[config.mk]
export PLATFORM = sky130hd
export DESIGN_NAME = wave_rom_arbiter
export DESIGN_NICKNAME = d
export VERILOG_FILES = /design/src/rtl/wave_rom_arbiter.sv
export SDC_FILE = /design/constraint.sdc
export NUM_CORES = 1
export LEC_CHECK = 0
export BUFFER_PORTS_ARGS = -buffer_cell sky130_fd_sc_hd__buf_2
export CELL_PAD_IN_SITES_DETAIL_PLACEMENT = 0
export CELL_PAD_IN_SITES_GLOBAL_PLACEMENT = 1
export CORE_UTILIZATION = 47
export DETAILED_ROUTE_END_ITERATION = 12
export PLACE_DENSITY_LB_ADDON = 0.15
export SLEW_MARGIN = 0
export SYNTH_ARGS = -nofsm -noshare
export SYNTH_HDL_FRONTEND = slang
export SYNTH_SLANG_ARGS = --single-unit
[constraint.sdc]
create_clock -name I_CLK -period 4.4 [get_ports I_CLK]
set_clock_uncertainty 0.2 [all_clocks]
set_input_delay 0.88 -clock I_CLK [delete_from_list [all_inputs] [get_ports I_CLK]]
set_output_delay 0.88 -clock I_CLK [all_outputs]
set_load 0.05 [all_outputs]
[src/rtl/wave_rom_arbiter.sv]
// ---------------------------------------------------------------------------
// wave_rom_arbiter
//   Shares one byte-wide wave-ROM/SDRAM read port between NCH sample players.
//   Each channel's rising read strobe queues one request with its byte address.
//   Pending requests are served one at a time in round-robin order. Each
//   returned byte lands in that channel's data slot and sets its ready flag.
//   A read that is never acknowledged completes with 8'h00 after TIMEOUT
//   cycles and raises a sticky timeout flag.
//
// Ports
//   I_CLK, I_RSTn  clock, asynchronous active-low reset
//   I_FLUSH        drop pending requests, ready flags and the timeout flag
//   I_CH_RD        per-channel read strobe (rising edge = new request)
//   I_CH_ADDR      channel i byte address at [i*AW +: AW]
//   O_CH_DATA      channel i last returned byte at [i*8 +: 8]
//   O_CH_READY     channel i data valid for its latest request
//   O_ROM_RD       one-cycle ROM read strobe
//   O_ROM_ADDR     ROM byte address, held from ISSUE to the end of WAIT
//   I_ROM_DATA     ROM read data, valid with I_ROM_ACK
//   I_ROM_ACK      ROM data-valid pulse, only honoured in WAIT
//   O_GRANT        channel currently owning the ROM port
//   O_BUSY         arbiter not idle
//   O_TIMEOUT      sticky: a read timed out since the last reset/flush
// ---------------------------------------------------------------------------
module wave_rom_arbiter #(
    parameter int NCH     = 8,
    parameter int AW      = 28,
    parameter int TIMEOUT = 255
) (
    input  logic              I_CLK,
    input  logic              I_RSTn,
    input  logic              I_FLUSH,
    input  logic [NCH-1:0]    I_CH_RD,
    input  logic [NCH*AW-1:0] I_CH_ADDR,
    output logic [NCH*8-1:0]  O_CH_DATA,
    output logic [NCH-1:0]    O_CH_READY,
    output logic              O_ROM_RD,
    output logic [AW-1:0]     O_ROM_ADDR,
    input  logic [7:0]        I_ROM_DATA,
    input  logic              I_ROM_ACK,
    output logic [2:0]        O_GRANT,
    output logic              O_BUSY,
    output logic              O_TIMEOUT
);

    typedef enum logic [1:0] {
        ST_IDLE,
        ST_ISSUE,
        ST_WAIT
    } state_t;

    state_t          state_q, state_d;
    logic [NCH-1:0]  rd_q;
    logic [NCH-1:0]  req_v;
    logic [NCH-1:0]  pending_q;
    logic [NCH-1:0]  stale_q;
    logic [NCH-1:0]  own_busy;
    logic [2:0]      last_grant_q;
    logic [7:0]      timer_q;
    logic            discard_q;
    logic            discard_now;
    logic [AW-1:0]   addr_q [NCH];

    logic            next_found;
    logic [2:0]      next_grant;
    logic            grant_load;
    logic            complete;
    logic            timed_out;
    logic [7:0]      comp_data;

    // Rising-edge request detect; a flush cycle swallows any new request.
    assign req_v       = I_CH_RD & ~rd_q & {NCH{~I_FLUSH}};
    assign discard_now = discard_q | I_FLUSH;

    assign O_ROM_RD = (state_q == ST_ISSUE);
    assign O_BUSY   = (state_q != ST_IDLE);

    // Round-robin pick: lowest pending channel above last_grant, otherwise
    // the lowest pending channel overall (the wrap-around case).
    always_comb begin : p_arb
        logic       above;
        logic [2:0] first_above;
        logic [2:0] first_any;
        // NOTE: every variable driven here gets a default first, so no path
        // can leave it unassigned and infer a latch.
        above       = 1'b0;
        first_above = '0;
        first_any   = '0;
        next_found  = 1'b0;
        for (int i = NCH - 1; i >= 0; i--) begin
            if (pending_q[i]) begin
                next_found = 1'b1;
                first_any  = 3'(i);
                if (3'(i) > last_grant_q) begin
                    above       = 1'b1;
                    first_above = 3'(i);
                end
            end
        end
        next_grant = above ? first_above : first_any;
    end

    // Next-state logic and completion decode.
    always_comb begin : p_fsm
        state_d    = state_q;
        grant_load = 1'b0;
        complete   = 1'b0;
        timed_out  = 1'b0;
        comp_data  = '0;
        case (state_q)
            ST_IDLE: begin
                if (next_found && !I_FLUSH) begin
                    grant_load = 1'b1;
                    state_d    = ST_ISSUE;
                end
            end
            ST_ISSUE: state_d = ST_WAIT;
            ST_WAIT: begin
                if (I_ROM_ACK) begin
                    complete  = 1'b1;
                    comp_data = I_ROM_DATA;
                    state_d   = ST_IDLE;
                end else if (timer_q == 8'(TIMEOUT - 1)) begin
                    complete  = 1'b1;
                    timed_out = 1'b1;
                    state_d   = ST_IDLE;
                end
            end
            default: state_d = ST_IDLE;
        endcase
    end

    // A channel "owns" the port from the grant decision until completion;
    // a new request from the owner during that window makes the read stale.
    always_comb begin
        own_busy = '0;
        for (int i = 0; i < NCH; i++) begin
            own_busy[i] = (O_BUSY && O_GRANT == 3'(i)) ||
                          (grant_load && next_grant == 3'(i));
        end
    end

    // NOTE: all sequential state uses non-blocking assignments so every
    // register samples the pre-edge values regardless of statement order.
    always_ff @(posedge I_CLK or negedge I_RSTn) begin
        if (!I_RSTn) begin
            state_q <= ST_IDLE;
        end else begin
            state_q <= state_d;
        end
    end

    // NOTE: the per-channel address store has no reset: it is only read after
    // a request has written it, so a reset would add nothing but wiring.
    always_ff @(posedge I_CLK) begin
        for (int i = 0; i < NCH; i++) begin
            if (req_v[i]) begin
                addr_q[i] <= I_CH_ADDR[i*AW +: AW];
            end
        end
    end

    always_ff @(posedge I_CLK or negedge I_RSTn) begin
        if (!I_RSTn) begin
            rd_q         <= '0;
            pending_q    <= '0;
            stale_q      <= '0;
            O_CH_READY   <= '0;
            O_CH_DATA    <= '0;
            O_ROM_ADDR   <= '0;
            O_GRANT      <= '0;
            O_TIMEOUT    <= 1'b0;
            last_grant_q <= 3'(NCH - 1);
            timer_q      <= '0;
            discard_q    <= 1'b0;
        end else begin
            rd_q <= I_CH_RD;

            if (grant_load) begin
                O_ROM_ADDR <= addr_q[next_grant];
                O_GRANT    <= next_grant;
                timer_q    <= '0;
                discard_q  <= 1'b0;
            end else if (state_q == ST_WAIT) begin
                timer_q <= timer_q + 8'd1;
            end

            // A flush while a read is in flight lets it finish but drops its data.
            if (I_FLUSH && O_BUSY) begin
                discard_q <= 1'b1;
            end

            if (complete) begin
                last_grant_q <= O_GRANT;
                if (timed_out) begin
                    O_TIMEOUT <= 1'b1;
                end
            end

            for (int i = 0; i < NCH; i++) begin
                if (complete && O_GRANT == 3'(i)) begin
                    // A request on the completion edge counts as stale too:
                    // the new address wins and this data is dropped.
                    if (!stale_q[i] && !req_v[i] && !discard_now) begin
                        O_CH_DATA[i*8 +: 8] <= comp_data;
                        O_CH_READY[i]       <= 1'b1;
                        pending_q[i]        <= 1'b0;
                    end
                    stale_q[i] <= 1'b0;
                end else if (req_v[i] && own_busy[i]) begin
                    stale_q[i] <= 1'b1;
                end

                if (req_v[i]) begin
                    pending_q[i]  <= 1'b1;
                    O_CH_READY[i] <= 1'b0;
                end

                if (I_FLUSH) begin
                    pending_q[i]  <= 1'b0;
                    O_CH_READY[i] <= 1'b0;
                end
            end

            if (I_FLUSH) begin
                O_TIMEOUT <= 1'b0;
            end
        end
    end

endmodule

== Yosys cells after proc, flatten, opt, wreduce, memory -nomap -nowiden ==
Memory sizes are Yosys's and may differ from the RTL's. A register that Yosys moved wholly into a read port is not among the register bits.
Index checks and enable logic that the tools add are counted.

* Div/mod/pow operators: 0
* $mul: 0
* Shift operators: 0
* Muxes and demuxes: 165
* Reductions and logical operators: 127
* Eq/ne operators: 19
* Add/subtract/negate cells: 1
* Bitwise operators: 5
* Order comparisons: 8

{| class="wikitable"
|+ Operators with widths
! operator !! count
|-
| 1-bit 2-to-1 mux || 132
|-
| 3-bit 2-to-1 mux || 25
|-
| 1-bit logical AND || 50
|-
| 3-bit nonzero test || 16
|-
| 2-bit AND reduction || 18
|-
| 8-bit 2-to-1 mux || 4
|-
| 2-bit nonzero test || 13
|-
| 3-bit equality test, second input constant || 8
|-
| 1-bit logical NOT || 19
|-
| 8-bit AND || 2
|-
| 3-bit by 2-bit equality test with 1-bit output, second input constant || 4
|-
| 3-bit greater-than comparator, first input constant || 4
|-
| 8-bit by 1-bit adder with 8-bit output, second input constant || 1
|-
| 8-bit equality test, second input constant || 1
|-
| 1-bit logical OR || 8
|-
| 8-bit inverter || 1
|-
| 3-bit by 1-bit equality test with 1-bit output, second input constant || 2
|-
| 1-bit by 3-bit greater-than comparator with 1-bit output, first input constant || 2
|-
| 2-bit by 3-bit greater-than comparator with 1-bit output, first input constant || 2
|-
| 3-bit logical NOT || 2
|-
| 2-bit 2-to-1 mux || 3
|-
| 2-bit case mux with 3 select lines || 1
|-
| 3-bit != test, second input constant || 1
|-
| 2-bit by 1-bit equality test with 1-bit output, second input constant || 1
|-
| other kinds (5) || 5
|}

* Memories kept: 1
* Register bits after elaboration: 114
* Bits in latches: 0
* Bits in read-only memories: 0
* Logic and storage cells: 365
* Input bits: 244
* Memory bits (writable): 224

{| class="wikitable"
|+ Memory list
! name !! words !! width !! read ports !! clocked after Yosys merged registers in !! write ports !! RTL line !! text
|-
| addr_q || 8 || 28 || 1 || 1 || 8 || 62 || <nowiki>logic [AW-1:0] addr_q [NCH];</nowiki>
|}

== Logic depth before layout (Yosys ltp) ==
* Depth in word-level cells: 24
* Depth in mapped cells: 12

== Worst setup path before layout ==
Ideal clock, no wire load.

* Kind: input to register
* Start point: input I_FLUSH
* End point: memory addr_q[1][0], enable pin
* Slack: 1.260 ns
* Library setup time: 0.414 ns
* Required time: 3.786 ns
* Buffers on the path: 2
* Cell stages on the path: 3
* Arrival: 2.526 ns
* Cell sequence: clkbuf_1 -> clkbuf_1 -> nor2_1

{| class="wikitable"
|+ RTL lines
! what !! RTL line !! text
|-
| start: declaration || 32 || <nowiki>input logic I_FLUSH,</nowiki>
|-
| end: declaration || 62 ||
|}

== Worst setup path after layout ==
* Start point: register last_grant_q[1]
* End point: register O_ROM_ADDR[14], read port of addr_q

* Word-level cells in the longest chain between the ends: 18

{| class="wikitable"
|+ RTL lines
! what !! RTL line !! text
|-
| start: declaration || 58 || <nowiki>logic [2:0] last_grant_q;</nowiki>
|-
| start signal: assignment || 173 || <nowiki>last_grant_q <= 3'(NCH - 1);</nowiki>
|-
| 3-bit greater-than comparator || 94 || <nowiki>if (3'(i) > last_grant_q) begin</nowiki>
|-
| 3-bit 2-to-1 mux / 1-bit 2-to-1 mux (equally long branches) || 94 ||
|-
| 3-bit 2-to-1 mux / 1-bit 2-to-1 mux (equally long branches) || 91 || <nowiki>if (pending_q[i]) begin</nowiki>
|-
| 3-bit 2-to-1 mux / 1-bit 2-to-1 mux (equally long branches) || 94 ||
|-
| 3-bit 2-to-1 mux / 1-bit 2-to-1 mux (equally long branches) || 91 ||
|-
| 3-bit 2-to-1 mux / 1-bit 2-to-1 mux (equally long branches) || 94 ||
|-
| 3-bit 2-to-1 mux / 1-bit 2-to-1 mux (equally long branches) || 91 ||
|-
| 3-bit 2-to-1 mux / 1-bit 2-to-1 mux (equally long branches) || 94 ||
|-
| [... 2 more ...] || -- ||
|-
| 3-bit 2-to-1 mux / 1-bit 2-to-1 mux (equally long branches) || 91 ||
|-
| 3-bit 2-to-1 mux / 1-bit 2-to-1 mux (equally long branches) || 94 ||
|-
| 3-bit 2-to-1 mux / 1-bit 2-to-1 mux (equally long branches) || 91 ||
|-
| 3-bit 2-to-1 mux / 1-bit 2-to-1 mux (equally long branches) || 94 ||
|-
| 3-bit 2-to-1 mux / 1-bit 2-to-1 mux (equally long branches) || 91 ||
|-
| 3-bit 2-to-1 mux / 1-bit 2-to-1 mux (equally long branches) || 94 ||
|-
| 3-bit 2-to-1 mux / 1-bit 2-to-1 mux (equally long branches) || 91 ||
|-
| 3-bit 2-to-1 mux (*) || 100 || <nowiki>next_grant = above ? first_above : first_any;</nowiki>
|-
| end: declaration || 38 || <nowiki>output logic [AW-1:0] O_ROM_ADDR,</nowiki>
|}

Mark *: on every way between the ends. The rest lies on a longest branch, timed or not.
A chain may end at the register's enable or synchronous reset.

==> results <==
- The critical path goes through o2bb2ai_1 > and4_4 > or3b_4 > o21ai_4 > buf_12 > mux4_1 > a22oi_1 > nand2_1.
- After synthesis the netlist holds a flip-flop and latch count of 366.
- The multi-input combinational cells in the finished layout cover a total of 3950 um^2.
- The worst-path maximum fanout is a little over 90.
- The die covers ~32000 um^2.
- Post-CTS repair changed the size of 0 cells.
- The portion of synthesized cell area occupied by the leading cell type is 0.463.
- The register clock-pin slew on the reported worst setup and hold paths is around 0.06 ns.
- Setup slack on the worst reg-to-reg path comes out at 0.96 ns.
- For this run, the number of Yosys warnings is 0.
- The flip-flop cell with the highest count after synthesis is edfxtp_1.
- The count of nets left with antenna violations after detail routing is 0.
- The synthesized area per cell is between 15 and 20 um^2.
- The worst hold path class is input port to asynchronous set/reset pin.
- The total count of max-transition violations in the final report is 0.
- The floorplan has 64 rows.
- The number of sinks driven by the clock tree is approximately 370.
- Measured along the x axis, the die boundary spans 178 um.
- The via count of the first global-routing pass is 9198.
- The library cell used most frequently in the layout, excluding fill and tap cells, is buf_2.
- Buffers added to address setup during post-CTS repair amount to 0.
- Of all cell types, the one taking the most synthesized area is edfxtp_1.
- In the layout the commonest cells are buf_2, edfxtp_1, dfrtp_1.
- Of the cells placed in the final design, the portion with a size suffix greater than 1 is 0.369.
- The standard cell core area is between 30000 and 40000 um^2.
- When the netlist entered floorplanning its net count stood at 1185.
- For this design, the CTS-stage hold fixing added 0 buffers.
- The count of buffering cells on the critical path with inverters included is 1.
- The accumulated negative setup slack is 0 ns.
- The tool flagged a number of max-cap violations equal to 0.
- The maximum single-stage delay on the critical path is 0.66 ns.
- After detailed routing, the number of remaining DRC violations is 0.
- After legalization and detailed placement, the total HPWL measured 25300 um.
- In the synthesized netlist the async set-or-reset flop fraction comes to 0.388.
- After synthesis, the netlist uses 60 different library cells.
- In this run the tool buffered the top-level ports with ~350 buffer cells.
- Entering global routing, the biggest net connects approximately 110 pins.
- The worst setup path is captured at a register.
- The total I/O pin count is 350.
- The number of enable-type register cells in the synthesized netlist is ~220.
- The initial antenna violation count is 8.
- The first global-routing pass estimated approximately 54000 um of wire.
- For this run the aggregate overflow at the end of global routing stands at 0.
- Counting along the longest clock path gives a buffer depth of 3.
- Data on the critical path arrives at its endpoint at between 3 and 4 ns.
- Static timing analysis puts the maximum clock frequency at roughly 290 MHz.
- The number of clock buffers added by TritonCTS is 40.
- The flow ran to the end, and the final reports show no timing, DRC or antenna violations.
- The mapped netlist covers approximately 15000 um^2.
- For this design the ratio of total power to cell area is roughly 580 nW/um^2.
- The via count is 9074.
- The pre-antenna-repair detailed-routing pass consisted of 4 iterations.
- Data on the critical path is required at its endpoint by 4.62 ns.
- The detailed-route wire length per cell is about 21 um.
- From synthesis to final layout, the design area changed by 23.7%.
- The portion of the post-synthesis area used by sequential elements is 0.708.
- For this design the static power due to leakage is between 7 and 8 nW.
- For the pin with the worst max-slew slack, the measured transition is between 1 and 1.5 ns.
- The peak ir drop on the vdd network is 0.370 mV.
- The sequential standard cell area is 10300 um^2.
- After filler insertion, the fill cell instance count of the layout stands at 2468.
- In the final design database the tool counted 1545 nets.
- The clock latency of the later-clocked register in the worst-skew pair is 0.53 ns.
- Yosys attributes the largest share of cell area to edfxtp_1, dfrtp_1, mux2i_1.
- For this configuration, the core starts out at a cell density of 0.476.
- The final setup violation count is 0.
- The slowest cell on the critical path is mux4_1.
- By startpoint and endpoint, the worst setup path is classified as register to register.
- The top cell family by delay on the critical path is simple AND/OR/NAND/NOR gates.
- The total wirelength of the detailed-routed design is between 30000 and 40000 um.
- Synthesis handed over a netlist of about 940 instances.
- The number of endpoints with negative hold slack in the final report was 0.
- The final core utilization is 0.589.
- Setup repair after global routing left no endpoint under its margin.
- The die is around 180 um tall.
- After layout, the minimum clock period comes to 3.44 ns.
- The CTS root buffer is clkbuf_16.
- Using the TritonRoute via totals, the vias-per-cell ratio works out to between 5 and 6.
- The last weighted congestion value of the routability-driven placer is approximately 0.79.
- TritonCTS built the clock tree.
- Headroom to the max-slew limit came out at 0.292.
- The H-tree was split into 2 levels.
- The final cycle utilization of the critical path is 0.782.
- The worst setup path is launched from a register.
- The violation count after the first detailed-route iteration is about 560.
- The combined global-route utilization of all metal layers is 0.236.
## layout make-up
cell class                      count  area share
Sequential cell                   366       0.572
Timing Repair Buffer              368       0.107
Clock inverter                     18     0.00989
Inverter                           11     0.00230
Clock buffer                       54      0.0603
Tap cell                          396      0.0276
Multi-Input combinational cell    512       0.220
Antenna cell                        7    0.000975
## registers in the layout, summed over array words and instances (netlist names), 3 cells and up
signal and count:
last_grant_q 3, stale_q 8, timer_q 8, O_GRANT 3, addr_q 224, O_ROM_ADDR 28
O_CH_DATA 64, pending_q 8, O_CH_READY 8, rd_q 8
## routing by layer
metal / up-vias / global-route usage / share of wire
li1: 4253 / - / -
met1: 4424 / 0.303 / 0.41
met2: 336 / 0.395 / 0.50
met3: 59 / 0.0488 / 0.062
met4: 2 / 0.0894 / 0.023
met5: - / 0 / 0.00022
## worst reg2reg max path, delay by kind of cell, from the launching register on
| kind | cells | cell delay [ns] |
|---|---|---|
| flip-flops | 1 | 0.64 |
| AND/OR/NAND/NOR | 3 | 0.73 |
| buffers and inverters | 1 | 0.48 |
| AO/OA/AOI/OAI | 3 | 0.50 |
| multiplexers | 1 | 0.80 |
## kinds of logic (layout without fill, tap and decap cells)
logic type,Yosys count,after routing,share of synthesized area
compound gates,139,139,0.0602
mux,139,139,0.127
simple gates,228,228,0.0747
fa+ha+maj,2,2,0.00172
other cells,0,7,0
xor+xnor,4,4,0.00241
flops,366,366,0.708
buf+inv,61,451,0.0263
## metrics by stage
step                      area (um^2)  worst slack, ns  hold WS, ns  instances  total power [mW]
after floorplan                 14500             1.26        0.283        939              6.53
after global placement          16700             1.07        0.249       1653              7.21
after detailed placement        16700             1.02        0.257       1653              7.24
after CTS                       17900            0.982        0.249       1725              10.5
after global routing            18000            0.823        0.250       1731              10.8
final                           18000            0.959        0.265       1732              10.4
## cells in the mapped netlist (3+ instances only)
library cell,number
edfxtp_1,224
dfrtp_1,139
nand2_1,124
mux2i_1,84
a21oi_1,31
o21ai_0,31
nor2_1,30
a22oi_1,28
mux2_2,27
nor2b_1,19
mux4_1,18
buf_2,17
o21ai_1,16
clkbuf_1,15
nand2b_1,12
inv_1,10
mux4_2,10
and3_1,8
nand3_1,8
buf_4,7
a211oi_1,6
nor3_1,5
or4_1,5
buf_12,4
o21a_1,4
a31oi_1,3
dfstp_2,3
o32ai_1,3
or2_2,3
xor2_1,3
## report_power, final
group | total (mW) | internal [mW] | switching [mW] | leakage (nW)
clock | 3.22 | 1.91 | 1.32 | 0.619
combinational | 2.95 | 1.08 | 1.87 | 3.25
sequential | 4.21 | 3.98 | 0.231 | 3.94
total | 10.4 | 6.96 | 3.42 | 7.81
## final timing paths
kind                            startpoint        endpoint  depth (start not counted)
min in group I_CLK           O_ROM_ADDR[0]   O_ROM_ADDR[0]                          2
min reg2reg                  O_ROM_ADDR[0]   O_ROM_ADDR[0]                          2
max                        last_grant_q[1]  O_ROM_ADDR[14]                          8
min                                 I_RSTn      timer_q[3]                          1
max reg2reg                last_grant_q[1]  O_ROM_ADDR[14]                          8
max in group asynchronous           I_RSTn  O_ROM_ADDR[10]                          2
(Power assumes the default switching activity.)
